### src/rtl/pipe_pkg.sv
// Shared pipeline definitions: datapath width, bubble encoding, stage state
// encoding, base-ISA opcode constants and register-field helpers.
package pipe_pkg;

   localparam int          XLEN         = 32;
   localparam logic [31:0] NOP_INSTR    = 32'h0000_0013;  // addi x0,x0,0
   localparam int          FLUSH_CNT_W  = 3;              // holds FLUSH_CYCLES-1 for 1..7

   // RV32I major opcodes seen by the decode/execute boundary
   localparam logic [6:0] OPC_LOAD   = 7'b000_0011;
   localparam logic [6:0] OPC_OP_IMM = 7'b001_0011;
   localparam logic [6:0] OPC_OP     = 7'b011_0011;
   localparam logic [6:0] OPC_STORE  = 7'b010_0011;
   localparam logic [6:0] OPC_BRANCH = 7'b110_0011;
   localparam logic [6:0] OPC_JAL    = 7'b110_1111;
   localparam logic [6:0] OPC_JALR   = 7'b110_0111;

   typedef enum logic [1:0] {
      ST_RUN   = 2'd0,
      ST_HOLD  = 2'd1,
      ST_FLUSH = 2'd2
   } stage_state_e;

   function automatic logic [4:0] rs1_of(input logic [31:0] instr);
      return instr[19:15];
   endfunction

   function automatic logic [4:0] rs2_of(input logic [31:0] instr);
      return instr[24:20];
   endfunction

endpackage

### src/rtl/operand_sel.sv
// Operand forwarding mux: picks register-file or forwarded data per source
// and forces x0 reads to zero regardless of any forwarding request.
module operand_sel #(
   parameter int XLEN = 32
) (
   input  logic [4:0]      rs1_addr_i,
   input  logic [4:0]      rs2_addr_i,
   input  logic [XLEN-1:0] rs1_data_i,
   input  logic [XLEN-1:0] rs2_data_i,
   input  logic            hazard_a_i,
   input  logic            hazard_b_i,
   input  logic [XLEN-1:0] data_a_i,
   input  logic [XLEN-1:0] data_b_i,
   output logic [XLEN-1:0] op_a_o,
   output logic [XLEN-1:0] op_b_o
);

   // Select each operand, then let the x0 override win over forwarding.
   always_comb begin
      // NOTE: every output is given a default first so no path infers a latch.
      op_a_o = rs1_data_i;
      op_b_o = rs2_data_i;
      if (hazard_a_i) op_a_o = data_a_i;
      if (hazard_b_i) op_b_o = data_b_i;
      if (rs1_addr_i == 5'd0) op_a_o = '0;
      if (rs2_addr_i == 5'd0) op_b_o = '0;
   end

endmodule

### src/rtl/de_exe_stage.sv
// Decode-to-execute pipeline register with load-use hold and redirect flush.
// Optional build macro DE_EXE_PERF_EN adds saturating stall/flush counters.
module de_exe_stage #(
   parameter int          XLEN         = pipe_pkg::XLEN,
   parameter logic [31:0] NOP_INSTR    = pipe_pkg::NOP_INSTR,
   parameter int          FLUSH_CYCLES = 2
) (
   input  logic            clk,
   input  logic            rst,
   input  logic [31:0]     instr_de,
   input  logic [XLEN-1:0] pc_de,
   input  logic [XLEN-1:0] rs1_data_de,
   input  logic [XLEN-1:0] rs2_data_de,
   input  logic            stall,
   input  logic            hazard_a,
   input  logic            hazard_b,
   input  logic [XLEN-1:0] data_a_mgr,
   input  logic [XLEN-1:0] data_b_mgr,
   input  logic            redirect_exe,
   output logic [31:0]     instr_exe,
   output logic [XLEN-1:0] pc_exe,
   output logic [XLEN-1:0] op_a_exe,
   output logic [XLEN-1:0] op_b_exe,
   output logic            valid_exe,
   output logic            hold_fd
`ifdef DE_EXE_PERF_EN
   ,
   output logic [31:0]     stall_cnt,
   output logic [31:0]     flush_cnt
`endif
);

   import pipe_pkg::*;

   localparam logic [FLUSH_CNT_W-1:0] FLUSH_RELOAD = FLUSH_CNT_W'(FLUSH_CYCLES - 1);

   stage_state_e           state_q, state_d;
   logic [FLUSH_CNT_W-1:0] cnt_q, cnt_d;
   logic                   bubble;
   logic                   hold_c;

   logic [XLEN-1:0]        sel_a, sel_b;
   logic [31:0]            instr_q, instr_d;
   logic [XLEN-1:0]        pc_q, pc_d;
   logic [XLEN-1:0]        op_a_q, op_a_d;
   logic [XLEN-1:0]        op_b_q, op_b_d;
   logic                   valid_q, valid_d;

   operand_sel #(.XLEN(XLEN)) u_operand_sel (
      .rs1_addr_i (rs1_of(instr_de)),
      .rs2_addr_i (rs2_of(instr_de)),
      .rs1_data_i (rs1_data_de),
      .rs2_data_i (rs2_data_de),
      .hazard_a_i (hazard_a),
      .hazard_b_i (hazard_b),
      .data_a_i   (data_a_mgr),
      .data_b_i   (data_b_mgr),
      .op_a_o     (sel_a),
      .op_b_o     (sel_b)
   );

   // Next-state logic: redirect outranks stall; FLUSH ignores stall entirely.
   always_comb begin
      state_d = state_q;
      cnt_d   = cnt_q;
      bubble  = 1'b0;
      hold_c  = 1'b0;
      if (redirect_exe) begin
         bubble  = 1'b1;
         cnt_d   = FLUSH_RELOAD;
         state_d = (FLUSH_CYCLES == 1) ? ST_RUN : ST_FLUSH;
      end else begin
         unique case (state_q)
            ST_RUN, ST_HOLD: begin
               if (stall) begin
                  bubble  = 1'b1;
                  hold_c  = 1'b1;
                  state_d = ST_HOLD;
               end else begin
                  state_d = ST_RUN;
               end
            end
            ST_FLUSH: begin
               bubble = 1'b1;
               cnt_d  = cnt_q - 1'b1;
               // leaving on the last bubble makes the total exactly FLUSH_CYCLES
               if (cnt_q <= 3'd1) state_d = ST_RUN;
            end
            default: state_d = ST_RUN;
         endcase
      end
   end

   // Freeze request is combinational and always released while in reset.
   assign hold_fd = hold_c & ~rst;

   // Execute-slot contents: the decoded instruction or a bubble.
   always_comb begin
      instr_d = bubble ? NOP_INSTR : instr_de;
      pc_d    = bubble ? '0        : pc_de;
      op_a_d  = bubble ? '0        : sel_a;
      op_b_d  = bubble ? '0        : sel_b;
      valid_d = ~bubble;
   end

   // State and execute-slot registers with synchronous reset.
   always_ff @(posedge clk) begin
      // NOTE: sequential state uses non-blocking assignment so every register
      // samples the pre-edge value of its sources, independent of block order.
      if (rst) begin
         state_q <= ST_RUN;
         cnt_q   <= '0;
         instr_q <= NOP_INSTR;
         pc_q    <= '0;
         op_a_q  <= '0;
         op_b_q  <= '0;
         valid_q <= 1'b0;
      end else begin
         state_q <= state_d;
         cnt_q   <= cnt_d;
         instr_q <= instr_d;
         pc_q    <= pc_d;
         op_a_q  <= op_a_d;
         op_b_q  <= op_b_d;
         valid_q <= valid_d;
      end
   end

   assign instr_exe = instr_q;
   assign pc_exe    = pc_q;
   assign op_a_exe  = op_a_q;
   assign op_b_exe  = op_b_q;
   assign valid_exe = valid_q;

`ifdef DE_EXE_PERF_EN
   logic [31:0] stall_cnt_q, flush_cnt_q;

   // Saturating event counters for freeze cycles and redirects.
   always_ff @(posedge clk) begin
      if (rst) begin
         stall_cnt_q <= '0;
         flush_cnt_q <= '0;
      end else begin
         if (hold_fd && (stall_cnt_q != '1))      stall_cnt_q <= stall_cnt_q + 1'b1;
         if (redirect_exe && (flush_cnt_q != '1)) flush_cnt_q <= flush_cnt_q + 1'b1;
      end
   end

   assign stall_cnt = stall_cnt_q;
   assign flush_cnt = flush_cnt_q;
`endif

endmodule

### config.mk
export PLATFORM = sky130hd
export DESIGN_NAME = de_exe_stage
export DESIGN_NICKNAME = d
export VERILOG_FILES = /design/src/rtl/pipe_pkg.sv /design/src/rtl/operand_sel.sv /design/src/rtl/de_exe_stage.sv
export SDC_FILE = /design/constraint.sdc
export NUM_CORES = 1
export LEC_CHECK = 0
export ABC_AREA = 1
export CAP_MARGIN = 0
export CORE_AREA = 2 2 126 128
export DETAILED_ROUTE_END_ITERATION = 10
export DIE_AREA = 0 0 128 130
export PLACE_DENSITY = 0.69
export SLEW_MARGIN = 20
export SYNTH_ARGS = -nofsm -noshare
export SYNTH_HDL_FRONTEND = slang
export SYNTH_SLANG_ARGS = --single-unit
### constraint.sdc
create_clock -name clk -period 1.3 [get_ports clk]
set_input_delay 0.26 -clock clk [delete_from_list [all_inputs] [get_ports clk]]
set_output_delay 0.26 -clock clk [all_outputs]
set_load 0.02 [all_outputs]
==> results list, run 1 <==
- Outcome: finished, violations left
- The final reports fail on negative setup slack.
* Post-detailed-route wirelength per cell: 13.7 um
- Most common cell after layout, fill and taps aside: sky130_fd_sc_hd__clkdlybuf4s50_1
* Global route overflow: 0
- Clk slew on worst S/H paths: 0.06 ns
- The finished cells cover 0.00863 mm2.
- Post-synthesis instance total: between 500 and 600
- Worst Path Class, Setup: flip-flop to output port
- The clock passes through at most 2 buffers.
- Timing would allow up to between 700 and 800 MHz.
* Distinct cell type count after synthesis: 18
* Portion of the post-synthesis area used by sequential elements: a little under 60%
* Commonest cells after routing, fill and taps aside: sky130_fd_sc_hd__clkdlybuf4s50_1 (195), sky130_fd_sc_hd__dfxtp_1 (133), sky130_fd_sc_hd__nor2_1 (123)
- The first global-routing pass estimated roughly 22 mm of wire.
* Worst ir drop on vdd: ~0.75 mV
- Layout cells sized above 1: 23.8%
* TritonCTS clock tree: built
- Clock latency reported for the late side of the worst-skew pair: around 0.41 ns
- In this run the core area contains 46 standard-cell rows.
- OpenSTA, run right after detailed placement, puts the worst setup slack at -0.574 ns.
- Max-cap violations in this run came to 0.
* Utilization of the core after routing: a little under three fifths
- RSZ-0062 raised after global routing: yes
- The average instance in the mapped netlist occupies ~8.7 um2.
* Pin count of the biggest net entering global routing: 43
* CP Max Fanout: 2
* Area post-placement: 0.00817 mm2
- Port buffering added between 300 and 400 buffers.
- The cell area that synthesis handed to floorplanning was ~0.0045 mm2.
- Die Footprint: about 0.017 mm2
- Share of the clock period used by the worst path after layout: 101%
- Number of register bits inferred by synthesis: 134
- Count of pins on the block boundary: ~330
* Per-cell via count in the routed design: ~4
- During synthesis, Yosys emitted a total of 0 warnings.
- In this run the static leakage power is a little under 4 nW.
* Height of the chip: roughly 130 um
* Type of the worst min-delay path: input pin to flip-flop
- Total track usage: 17.3%
* Vias in the first global route: 4,129
- Required time of the critical path: 1.04 ns
* Number of sinks on the clock net: approximately 130
- Critical path cell sequence: inv_2 > nand2_4 > nor2_4 > buf_6
* Max-slew violation count: 0
* Clock tree root driver cell: sky130_fd_sc_hd__clkbuf_16
- The floorplan step set the die width to about 130 um.
- Routed via count: 4,426
- Number of design-rule violations left by the first detailed-router iteration: between 100 and 150
- The number of hold buffers added after CTS was 0.
- Before antenna repair, the detailed router went through 4 iterations.
- Fin crit period: 1.31 ns
- Effective utilization at floorplan: roughly 29%
- Number of design rule violations left after detail routing: 0
- Total half-perimeter wirelength after legalization and detailed placement: roughly 11 mm
- Number of clock buffers inserted by TritonCTS: 17
- CP max stage delay: 0.32 ns
- Once detail routing completed, the nets flagged for antenna violations numbered 0.
* Syn-to-layout area delta: 89.9%
- Post-Route Skew: around 0.0080 ns
- STA puts the critical path data arrival time at ~1.1 ns.
- Number of endpoints failing setup at the final stage: 1
* Slew of the pin with the lowest slew margin: slightly above 0.3 ns
* Wire length after detailed routing: roughly 15 mm
- Global placement routability congestion: 0.778
* Initial antenna violation count: 0
- Net count after synthesis: roughly 720
* Power density cells: between 1000 and 1500 mW/mm2
- The largest individual stage delay along the critical path comes from the cell sky130_fd_sc_hd__dfxtp_2.
- The worst setup path is captured at an output port.
- Area of the core region: 0.0154 mm2
- At the end of the flow, the number of nets in the layout was between 1,000 and 1,500.
* N_diodes: 0
* Final count of hold timing violations: 0
- In this run the tightest slew margin relative to its limit is between 70% and 80%.
- Setup slack on the critical path of the routed design comes to -0.0144 ns.
- Number of setup buffers added after CTS: 0
- Critical Path Source Type: flip-flop
- Max H-tree Level: 4
[critical path: cells and delay by family, from the launching register on]
family / cells / cell delay [ns]
buffers and inverters: 2 / 0.19
DFF: 1 / 0.32
and+or+nand+nor: 2 / 0.13
[state kept, by name, summed over array words and instances, names as in the netlist]
signal,flops
instr_exe,32
op_a_exe,32
op_b_exe,32
pc_exe,32
cnt_q,3
state_q,2
valid_exe,1
[what timing repair did]
action                     in CTS  in global routing
resized for setup             350                 64
setup endpoints to repair     193                 86
pin swaps                       1                  1
[stage by stage]
step | hold slack (ns) | setup TNS (ns) | power [mW] | cells
2_1_floorplan | 0.329 | 0 | 4.95 | 524
3_3_place_gp | 0.486 | -43.18 | 5.96 | 1043
3_5_place_dp | 0.496 | -45.69 | 5.98 | 1043
4_1_cts | 0.289 | -0.0569 | 11.1 | 1075
5_1_grt | 0.306 | -1.85 | 11.5 | 1075
6_report | 0.304 | -0.0144 | 11.0 | 1075
[layout make-up]
type	count	area (um2)
Inverter	72	270
Clock inverter	15	215
Sequential cell	134	2680
Clock buffer	17	425
Fill cell	1419	6800
Multi-Input combinational cell	292	1460
Timing Repair Buffer	353	3330
Tap cell	192	240
[metal layers]
layer  vias to the layer above  part of all wire, %  track usage, %
li1                       2265                    -               -
met3                        25                  8.1            6.40
met1                      1949                   38            18.3
met4                         0                  2.5            8.08
met2                       187                   51            30.7
met5                         -                    0               0
[cell families (layout without fill, tap and decap cells)]
| kind of cell | count (synthesis) | after routing | share of synthesized area, % |
|---|---|---|---|
| simple gates | 222 | 222 | 19.9 |
| flops | 134 | 134 | 59.0 |
| buf+inv | 98 | 457 | 9.45 |
| compound gates | 68 | 68 | 11.0 |
| fa+ha+maj | 2 | 2 | 0.551 |
[synthesized netlist by cell type]
| master | count | area share, % |
|---|---|---|
| sky130_fd_sc_hd__dfxtp_1 | 134 | 59 |
| sky130_fd_sc_hd__nand2_2 | 1 | 0.14 |
| sky130_fd_sc_hd__a21boi_0 | 64 | 11 |
| sky130_fd_sc_hd__nor2_4 | 2 | 0.50 |
| sky130_fd_sc_hd__or2_2 | 3 | 0.41 |
| sky130_fd_sc_hd__nand3_2 | 1 | 0.22 |
| sky130_fd_sc_hd__nand3_1 | 3 | 0.33 |
| sky130_fd_sc_hd__buf_6 | 6 | 1.5 |
| sky130_fd_sc_hd__nor2_2 | 6 | 0.83 |
| sky130_fd_sc_hd__o21ai_0 | 1 | 0.11 |
| sky130_fd_sc_hd__a21oi_1 | 3 | 0.33 |
| sky130_fd_sc_hd__ha_1 | 2 | 0.55 |
| sky130_fd_sc_hd__inv_1 | 72 | 5.9 |
| sky130_fd_sc_hd__buf_2 | 13 | 1.4 |
| sky130_fd_sc_hd__nand2_4 | 3 | 0.74 |
| sky130_fd_sc_hd__nand2_1 | 74 | 6.1 |
| sky130_fd_sc_hd__clkbuf_1 | 7 | 0.58 |
| sky130_fd_sc_hd__nor2_1 | 129 | 11 |
[report_power, final]
group / internal, mW / switching [mW]
combinational: 0.876 / 0.638
clock: 3.26 / 1.92
sequential: 4.26 / 0.0402
total: 8.39 / 2.60
[final timing paths]
kind	startpoint	to	slack, ns	cells after the start
setup / recovery	state_q[1]	hold_fd	-0.01	4
hold / removal	rst	cnt_q[0]	0.30	3
setup reg to reg	state_q[1]	op_b_exe[1]	0.03	8
hold reg to reg	cnt_q[0]	cnt_q[0]	0.51	2
Power figures use the tool's default switching activity.
==> run 2: changes to the inputs <==
- ABC_CLOCK_PERIOD_IN_PS: unset -> 1300
==> results of run 2 <==
The final DEF is identical to that of run 1; final timing and power are the same.
